`config.mk`:
```
export PLATFORM = sky130hd
export DESIGN_NAME = bldc_motor_supervisor
export DESIGN_NICKNAME = d
export VERILOG_FILES = /design/src/rtl/bldc_motor_supervisor.sv
export SDC_FILE = /design/constraint.sdc
export NUM_CORES = 1
export LEC_CHECK = 0
export ABC_AREA = 1
export ABC_CLOCK_PERIOD_IN_PS = 3200
export CORE_UTILIZATION = 50
export CTS_CLUSTER_DIAMETER = 60
export DETAILED_ROUTE_END_ITERATION = 16
export GPL_TIMING_DRIVEN = 1
export PLACE_DENSITY = 0.74
export SLEW_MARGIN = 20
export SYNTH_ARGS = -nofsm -noshare
export SYNTH_HDL_FRONTEND = slang
export SYNTH_SLANG_ARGS = --single-unit
```
`constraint.sdc`:
```
create_clock -name clk -period 3.2 [get_ports clk]
set_input_delay 0.32 -clock clk [delete_from_list [all_inputs] [get_ports clk]]
set_output_delay 0.32 -clock clk [all_outputs]
set_load 0.005 [all_outputs]
```
`src/rtl/bldc_motor_supervisor.sv`:
```
// BLDC channel front-end: soft-start duty ramp, safe reversal, hall validity and sequence checks,
// stall detection and fault retry with lockout between the host duty command and the phase driver.
module bldc_motor_supervisor #(
    parameter int unsigned DUTY_WIDTH       = 10,
    parameter int unsigned RAMP_STEP        = 1,
    parameter int unsigned RAMP_DIV         = 256,
    parameter int unsigned STALL_MIN_DUTY   = 64,
    parameter int unsigned STALL_CYCLES     = 18432,
    parameter int unsigned HALL_BAD_CYCLES  = 8,
    parameter int unsigned RETRY_CYCLES     = 184320,
    parameter int unsigned MAX_RETRIES      = 3,
    parameter int unsigned HALL_COUNT_WIDTH = 7
) (
    input  logic                        clk,
    input  logic                        rst_n,
    input  logic                        en,
    input  logic [DUTY_WIDTH-1:0]       duty_cmd,
    input  logic [2:0]                  hall,
    input  logic                        fault_clear,
    output logic                        drv_en,
    output logic                        drv_dir,
    output logic [DUTY_WIDTH-2:0]       drv_duty,
    output logic [HALL_COUNT_WIDTH-1:0] hall_count,
    output logic [1:0]                  state,
    output logic [1:0]                  fault_code,
    output logic                        connected
);

    localparam int unsigned MagW     = DUTY_WIDTH - 1;
    localparam int unsigned MagW1    = DUTY_WIDTH;
    localparam int unsigned PresW    = $clog2(RAMP_DIV);
    localparam int unsigned StallW   = $clog2(STALL_CYCLES + 1);
    localparam int unsigned HealthyW = $clog2(2 * STALL_CYCLES + 1);
    localparam int unsigned BadW     = $clog2(HALL_BAD_CYCLES + 1);
    localparam int unsigned DwellW   = $clog2(RETRY_CYCLES + 1);
    localparam int unsigned RetryW   = $clog2(MAX_RETRIES + 1);

    localparam logic [PresW-1:0]    PresLast    = PresW'(RAMP_DIV - 1);
    localparam logic [StallW-1:0]   StallLast   = StallW'(STALL_CYCLES - 1);
    localparam logic [HealthyW-1:0] HealthyLast = HealthyW'(2 * STALL_CYCLES - 1);
    localparam logic [BadW-1:0]     BadMax      = BadW'(HALL_BAD_CYCLES);
    localparam logic [DwellW-1:0]   DwellLast   = DwellW'(RETRY_CYCLES - 1);
    localparam logic [RetryW-1:0]   RetryMax    = RetryW'(MAX_RETRIES);
    localparam logic [MagW1-1:0]    RampStep    = MagW1'(RAMP_STEP);
    localparam logic [MagW1-1:0]    StallMin    = MagW1'(STALL_MIN_DUTY);

    typedef enum logic [1:0] {StIdle = 2'd0, StRun = 2'd1, StFault = 2'd2, StLockout = 2'd3} state_e;

    state_e                      state_q, state_d;
    logic [2:0]                  hall_s1_q, hall_s2_q, last_q, last_d;
    logic [HALL_COUNT_WIDTH-1:0] count_q, count_d;
    logic [PresW-1:0]            pres_q, pres_d;
    logic [StallW-1:0]           stall_q, stall_d;
    logic [HealthyW-1:0]         healthy_q, healthy_d;
    logic [BadW-1:0]             bad_q, bad_d;
    logic [DwellW-1:0]           dwell_q, dwell_d;
    logic [RetryW-1:0]           retry_q, retry_d;
    logic [MagW-1:0]             mag_q, mag_d;
    logic                        dir_q, dir_d;
    logic [1:0]                  code_q, code_d;

    // Forward commutation order 1-3-2-6-4-5-1.
    function automatic logic [2:0] hall_next(input logic [2:0] c);
        case (c)
            3'd1:    hall_next = 3'd3;
            3'd3:    hall_next = 3'd2;
            3'd2:    hall_next = 3'd6;
            3'd6:    hall_next = 3'd4;
            3'd4:    hall_next = 3'd5;
            3'd5:    hall_next = 3'd1;
            default: hall_next = 3'd0;
        endcase
    endfunction

    logic hall_valid, last_valid, hall_moved, step_fwd, step_rev, seq_err;
    logic tick, stall_armed, bad_fault, stall_fault, checks_on, fault_hit, retry_clear;
    logic enter_fault;
    logic [1:0]      fault_sel;
    logic [MagW-1:0] target;
    logic            cmd_dir;
    logic [MagW:0]   ramp_sum;
    logic [MagW-1:0] ramp_next;

    assign hall_valid = (hall_s2_q != 3'b000) && (hall_s2_q != 3'b111);
    assign last_valid = (last_q != 3'b000) && (last_q != 3'b111);
    assign hall_moved = hall_valid && last_valid && (hall_s2_q != last_q);
    assign step_fwd   = hall_moved && (hall_s2_q == hall_next(last_q));
    assign step_rev   = hall_moved && (last_q == hall_next(hall_s2_q));
    assign seq_err    = hall_moved && !step_fwd && !step_rev;

    assign tick        = (pres_q == PresLast);
    assign target      = duty_cmd[MagW-1:0];
    assign cmd_dir     = duty_cmd[DUTY_WIDTH-1];
    // One spare bit so the ramp cannot wrap past the top of the magnitude range.
    assign ramp_sum    = {1'b0, mag_q} + RampStep;
    assign ramp_next   = (ramp_sum > {1'b0, target}) ? target : ramp_sum[MagW-1:0];

    assign stall_armed = (state_q == StRun) && ({1'b0, mag_q} >= StallMin);
    assign bad_fault   = (bad_q >= BadMax);
    assign stall_fault = stall_armed && !step_fwd && !step_rev && (stall_q >= StallLast);
    assign checks_on   = (state_q == StIdle) || (state_q == StRun);
    assign fault_hit   = checks_on && (bad_fault || seq_err || stall_fault);
    assign fault_sel   = bad_fault ? 2'd1 : (seq_err ? 2'd2 : 2'd3);
    assign retry_clear = (state_q == StRun) && !fault_hit && (healthy_q == HealthyLast);

    // Hall tracking, prescaler and supervision counters.
    always_comb begin
        last_d  = hall_valid ? hall_s2_q : last_q;
        count_d = count_q;
        if (step_fwd) begin
            count_d = count_q + HALL_COUNT_WIDTH'(1);
        end else if (step_rev) begin
            count_d = count_q - HALL_COUNT_WIDTH'(1);
        end
        pres_d    = tick ? '0 : pres_q + PresW'(1);
        bad_d     = hall_valid ? '0 : ((bad_q >= BadMax) ? bad_q : bad_q + BadW'(1));
        stall_d   = (!stall_armed || step_fwd || step_rev) ? '0 : stall_q + StallW'(1);
        healthy_d = '0;
        if ((state_q == StRun) && !fault_hit && !retry_clear) begin
            healthy_d = healthy_q + HealthyW'(1);
        end
    end

    always_comb begin
        state_d     = state_q;
        mag_d       = mag_q;
        dir_d       = dir_q;
        code_d      = code_q;
        dwell_d     = '0;
        enter_fault = 1'b0;
        case (state_q)
            StIdle: begin
                mag_d = '0;
                if (fault_hit) begin
                    state_d     = StFault;
                    code_d      = fault_sel;
                    enter_fault = 1'b1;
                end else if (en && hall_valid) begin
                    state_d = StRun;
                    code_d  = 2'd0;
                end
            end
            StRun: begin
                if (fault_hit) begin
                    state_d     = StFault;
                    code_d      = fault_sel;
                    mag_d       = '0;
                    enter_fault = 1'b1;
                end else if (!en) begin
                    state_d = StIdle;
                    mag_d   = '0;
                end else if (cmd_dir != dir_q) begin
                    // Coast to zero before flipping direction.
                    if (mag_q != '0) begin
                        mag_d = '0;
                    end else begin
                        dir_d = cmd_dir;
                    end
                end else if (target <= mag_q) begin
                    mag_d = target;
                end else if (tick) begin
                    mag_d = ramp_next;
                end
            end
            StFault: begin
                mag_d   = '0;
                dwell_d = dwell_q + DwellW'(1);
                if (dwell_q == DwellLast) begin
                    dwell_d = '0;
                    state_d = (retry_q >= RetryMax) ? StLockout : StIdle;
                end
            end
            StLockout: begin
                mag_d = '0;
                if (fault_clear) begin
                    state_d = StIdle;
                    code_d  = 2'd0;
                end
            end
            default: state_d = StIdle;
        endcase

        retry_d = (fault_clear || retry_clear) ? '0 : retry_q;
        if (enter_fault && (retry_d < RetryMax)) begin
            retry_d = retry_d + RetryW'(1);
        end
    end

    always_ff @(posedge clk) begin
        if (!rst_n) begin
            state_q   <= StIdle;
            hall_s1_q <= 3'b000;
            hall_s2_q <= 3'b000;
            last_q    <= 3'b000;
            count_q   <= '0;
            pres_q    <= '0;
            stall_q   <= '0;
            healthy_q <= '0;
            bad_q     <= '0;
            dwell_q   <= '0;
            retry_q   <= '0;
            mag_q     <= '0;
            dir_q     <= 1'b0;
            code_q    <= 2'd0;
        end else begin
            state_q   <= state_d;
            hall_s1_q <= hall;
            hall_s2_q <= hall_s1_q;
            last_q    <= last_d;
            count_q   <= count_d;
            pres_q    <= pres_d;
            stall_q   <= stall_d;
            healthy_q <= healthy_d;
            bad_q     <= bad_d;
            dwell_q   <= dwell_d;
            retry_q   <= retry_d;
            mag_q     <= mag_d;
            dir_q     <= dir_d;
            code_q    <= code_d;
        end
    end

    assign drv_en     = (state_q == StRun);
    assign drv_dir    = dir_q;
    assign drv_duty   = mag_q;
    assign hall_count = count_q;
    assign state      = state_q;
    assign fault_code = code_q;
    assign connected  = hall_valid && (state_q != StLockout);

endmodule

```
==> results.md, run 1 <==
* Nature of the critical path endpoint: flip-flop
* Worst Skew at about 0.0082 ns
* Pin count of the biggest net entering global routing at 24
* Worst-path maximum fanout at 9
* Crit Path Category: reg2reg
* Synth area leader: dfxtp_1
* CTS clk-pin slew, worst paths at 0.09 ns
* IO Pins at 40
* Internal at roughly 0.0019 W
* Slew @ Worst Pin at between 0.7 and 0.8 ns
* H-Tree Depth at 3
* Synth area leaders: dfxtp_1 (35%), nand2_1 (12%), ha_1 (7.5%)
* Most frequent CP cell: nand2_1
* Crit-path leading delay family: simple AND/OR/NAND/NOR gates
* Startpoint Class: flip-flop
* Post-DP HPWL at 8410 um
* Gpl congestion at 0.882
* Hold Path Class: reg2reg
* Power density cells at around 460 nW/um2
* Dominant cell by count in the synthesized netlist: nand2_1
* Async S/R FF share, synth at 0%
* Post-DR wirelength/cell at 11.9 um
* Status: finished, final reports clean
* Maximum VDD drop at ~0.24 mV
* Share of post-route cells with drive strength above 1 at 8.53%
* Post-synthesis cell count at roughly 750
* Core area at just over 10,000 um2
* Reg power frac at around 46%
* First-pass GRT wire length at around 19,000 um
* Slowest stage delay, CP at 0.52 ns
* CP max-delay cell: dfxtp_1
* Pwr Total at 0.00281 W
* Die X at 105 um
* Crit path cell chain: nand2_1 > nand3_2 > nand2_1 > inv_1 > nand2_2 > nor2_2 > inv_1 > fa_1 > a21oi_1 > o21bai_1 > nand2_1 > nand2_1 > a21oi_1 > mux2i_1 > o21ai_0 > a21oi_1
* Vias in the first global route at 4,463
* TNS Setup at 0 ns
* Final worst path period share at around 90%
* Number of port buffers at 39
* Slew HR at a little over half
* Slew Limit Fails at 0
* Routed via count at roughly 4,700
* Yosys top cell area share at around a third
* Seq/Total Area, Yosys at between 30% and 40%
* Max Clk Rate at about 350 MHz
* Hold Path Stages at 2
* Antenna Cells at 0
* Initial DRC Count at just over 200
* Number of synthesized flops with an enable pin at 0
* Static Leak at between 2 and 3 nW
* Critical path buffers and inverters at 2
* Arrival time at the worst endpoint at 3.18 ns
* Clk_lat worst skew at around 0.36 ns
* WL final at 11,100 um
* Starting Density at just over 50%
* Die H at 105 um
* # setup viols final at 0
* WP depth at 16
* Via-per-instance ratio at ~5
* R2R Setup Slk at 0.32 ns
* Synth Flop Type: dfxtp_1
* Hold Path Sink: hall_s2_q[2]
* DR DRC count at 0
* Combinational fraction of design power at around a quarter
* Mapped cell area at around 5300 um2
* Row Count at 37
* Hold Crit Start: hall_s1_q[2]
* RR Endpoint: hall_count[6]
* Die area at about 11,000 um2
* Overall routing resource usage at 21.1%
* Syn_nets at 799
* Syn. warnings at 0
* Syn Area/Cell at slightly above 7 um2
* Max cap viols at 0
* Clock power frac at 28.6%
* Hold_ws at 0.418 ns
* Root Driver: clkbuf_8
* CTS tree: done
* Worst r2r src: hall_s2_q[0]
* Maximum buffer depth of the clock tree at 2
* Hold Fails Final Rpt at 0
* Clock sinks at 93
* Fillers at about 960
* Unique masters post-synth at 48
* #FFs+latches synth at 93
* Area Growth Syn to Fin at 13.6%
* Tmin final at a little under 3 ns
* R2R depth at 16
* Num CTS Buffers at 9
* Sw frac at 32.6%
* Synth top cells by count: nand2_1 (174), inv_1 (98), dfxtp_1 (93)
* Detail Route Antenna Nets at 0
* RSZ-0062 raised after global routing: no
* Initial antenna violation count at 0
* Sw power at a little over 0.0009 W
* Drt first pass iters at 4
* Final net count at about 840
* Hold_buf cts at 0
* Total congestion overflow at 0
* Worst Path Required at roughly 3.5 ns
* CP startpoint: hall_s2_q[0]
worst register-to-register path: cells and delay by family (launching register included):
kind,cells,cell delay [ns]
adders and majority gates,1,0.45
DFF,1,0.52
AOI/OAI and AO/OA,5,0.65
muxes,1,0.25
buffers and inverters,2,0.26
and+or+nand+nor,7,0.71
final cells by class:
class | instances | area [um2] | share of cell area [%]
clock inverter | 5 | 57.6 | 0.949
clock buffer | 11 | 141 | 2.33
sequential | 93 | 1870 | 30.8
tap | 136 | 170 | 2.81
inverter | 106 | 400 | 6.60
multi-input combinational | 538 | 3000 | 49.5
timing repair buffer | 44 | 428 | 7.06
through the flow:
stage | instances | util, % | setup WS, ns | area, um2
after global routing | 933 | 58.7 | 0.00186 | 6060
after global placement | 915 | 56.4 | 0.105 | 5830
after floorplan | 749 | - | 0.476 | 5340
after CTS | 931 | 58.4 | 0.0144 | 6030
after detailed placement | 915 | 56.4 | 0.0398 | 5830
final | 933 | 58.7 | 0.317 | 6060
metal layers:
| layer | vias up | routed length [um] | GRT usage [%] |
|---|---|---|---|
| li1 | 2494 | - | - |
| met1 | 2160 | 5200 | 25.7 |
| met2 | 63 | 5290 | 36.1 |
| met3 | 24 | 308 | 3.59 |
| met4 | 0 | 291 | 9.76 |
| met5 | - | 0 | 0 |
power groups by stage:
| stage | registers, W | clock network [W] | logic [W] |
|---|---|---|---|
| floorplan | 0.00129 | 0 | 0.000493 |
| global placement | 0.00130 | 0 | 0.000690 |
| detailed placement | 0.00130 | 0 | 0.000706 |
| CTS | 0.00127 | 0.000829 | 0.000711 |
| global route | 0.00129 | 0.000874 | 0.000820 |
| finish | 0.00128 | 0.000804 | 0.000730 |
cell usage in the layout (no fill, tap or decap), drive strengths merged:
| master | instances |
|---|---|
| a21oi | 50 |
| o31ai | 2 |
| o21ai | 24 |
| nand3b | 3 |
| ha | 32 |
| dfxtp | 93 |
| a21o | 1 |
| or2 | 12 |
| nand3 | 45 |
| a31o | 1 |
| bufinv | 1 |
| nor2 | 91 |
| clkinv | 5 |
| clkbuf | 11 |
| mux2i | 1 |
| buf | 5 |
| fa | 1 |
| nand2 | 180 |
| nand4 | 19 |
| clkdlybuf4s50 | 39 |
| o211ai | 4 |
| xor2 | 18 |
| nor3 | 20 |
| inv | 105 |
| a211oi | 1 |
| nor4 | 4 |
| a31oi | 3 |
| nor3b | 11 |
| o21bai | 3 |
| and3 | 1 |
| xnor2 | 11 |
timing repair:
item                       in CTS  in global routing
setup endpoints to repair       0                 10
buffers inserted                0                  1
resized for setup               0                 10
logic make-up (layout without fill, tap and decap cells):
| logic type | after synthesis | after routing | share of synthesized area (%) |
|---|---|---|---|
| simple gates | 385 | 386 | 33.8 |
| xor+xnor | 29 | 29 | 4.76 |
| mux | 1 | 1 | 0.188 |
| buf+inv | 119 | 166 | 9.40 |
| fa+ha+maj | 33 | 33 | 7.88 |
| flops | 93 | 93 | 34.9 |
| compound gates | 89 | 89 | 9.07 |
how the worst max path moves through the flow:
stage | slack, ns | end
after floorplan | 0.48 | drv_duty[3]
after global placement | 0.10 | drv_duty[2]
after detailed placement | 0.04 | drv_duty[1]
after CTS | 0.01 | drv_duty[1]
after global routing | 0.002 | hall_count[6]
final | 0.32 | hall_count[6]
sequential cells by signal, indices dropped and copies added, names as in the netlist:
| register | cells |
|---|---|
| fault_code | 2 |
| pres_q | 8 |
| dwell_q | 18 |
| last_q | 3 |
| healthy_q | 16 |
| state | 2 |
| stall_q | 15 |
| hall_count | 7 |
| hall_s1_q | 3 |
| drv_dir | 1 |
| bad_q | 4 |
| hall_s2_q | 3 |
| drv_duty | 9 |
| retry_q | 2 |
Note: power is estimated with default switching activity, not from simulation.
==> run 2, diff against run 1 <==
- CTS_CLUSTER_SIZE: unset -> 25
==> results of run 2 <==
Final layout, timing and power as in run 1 (identical DEF).
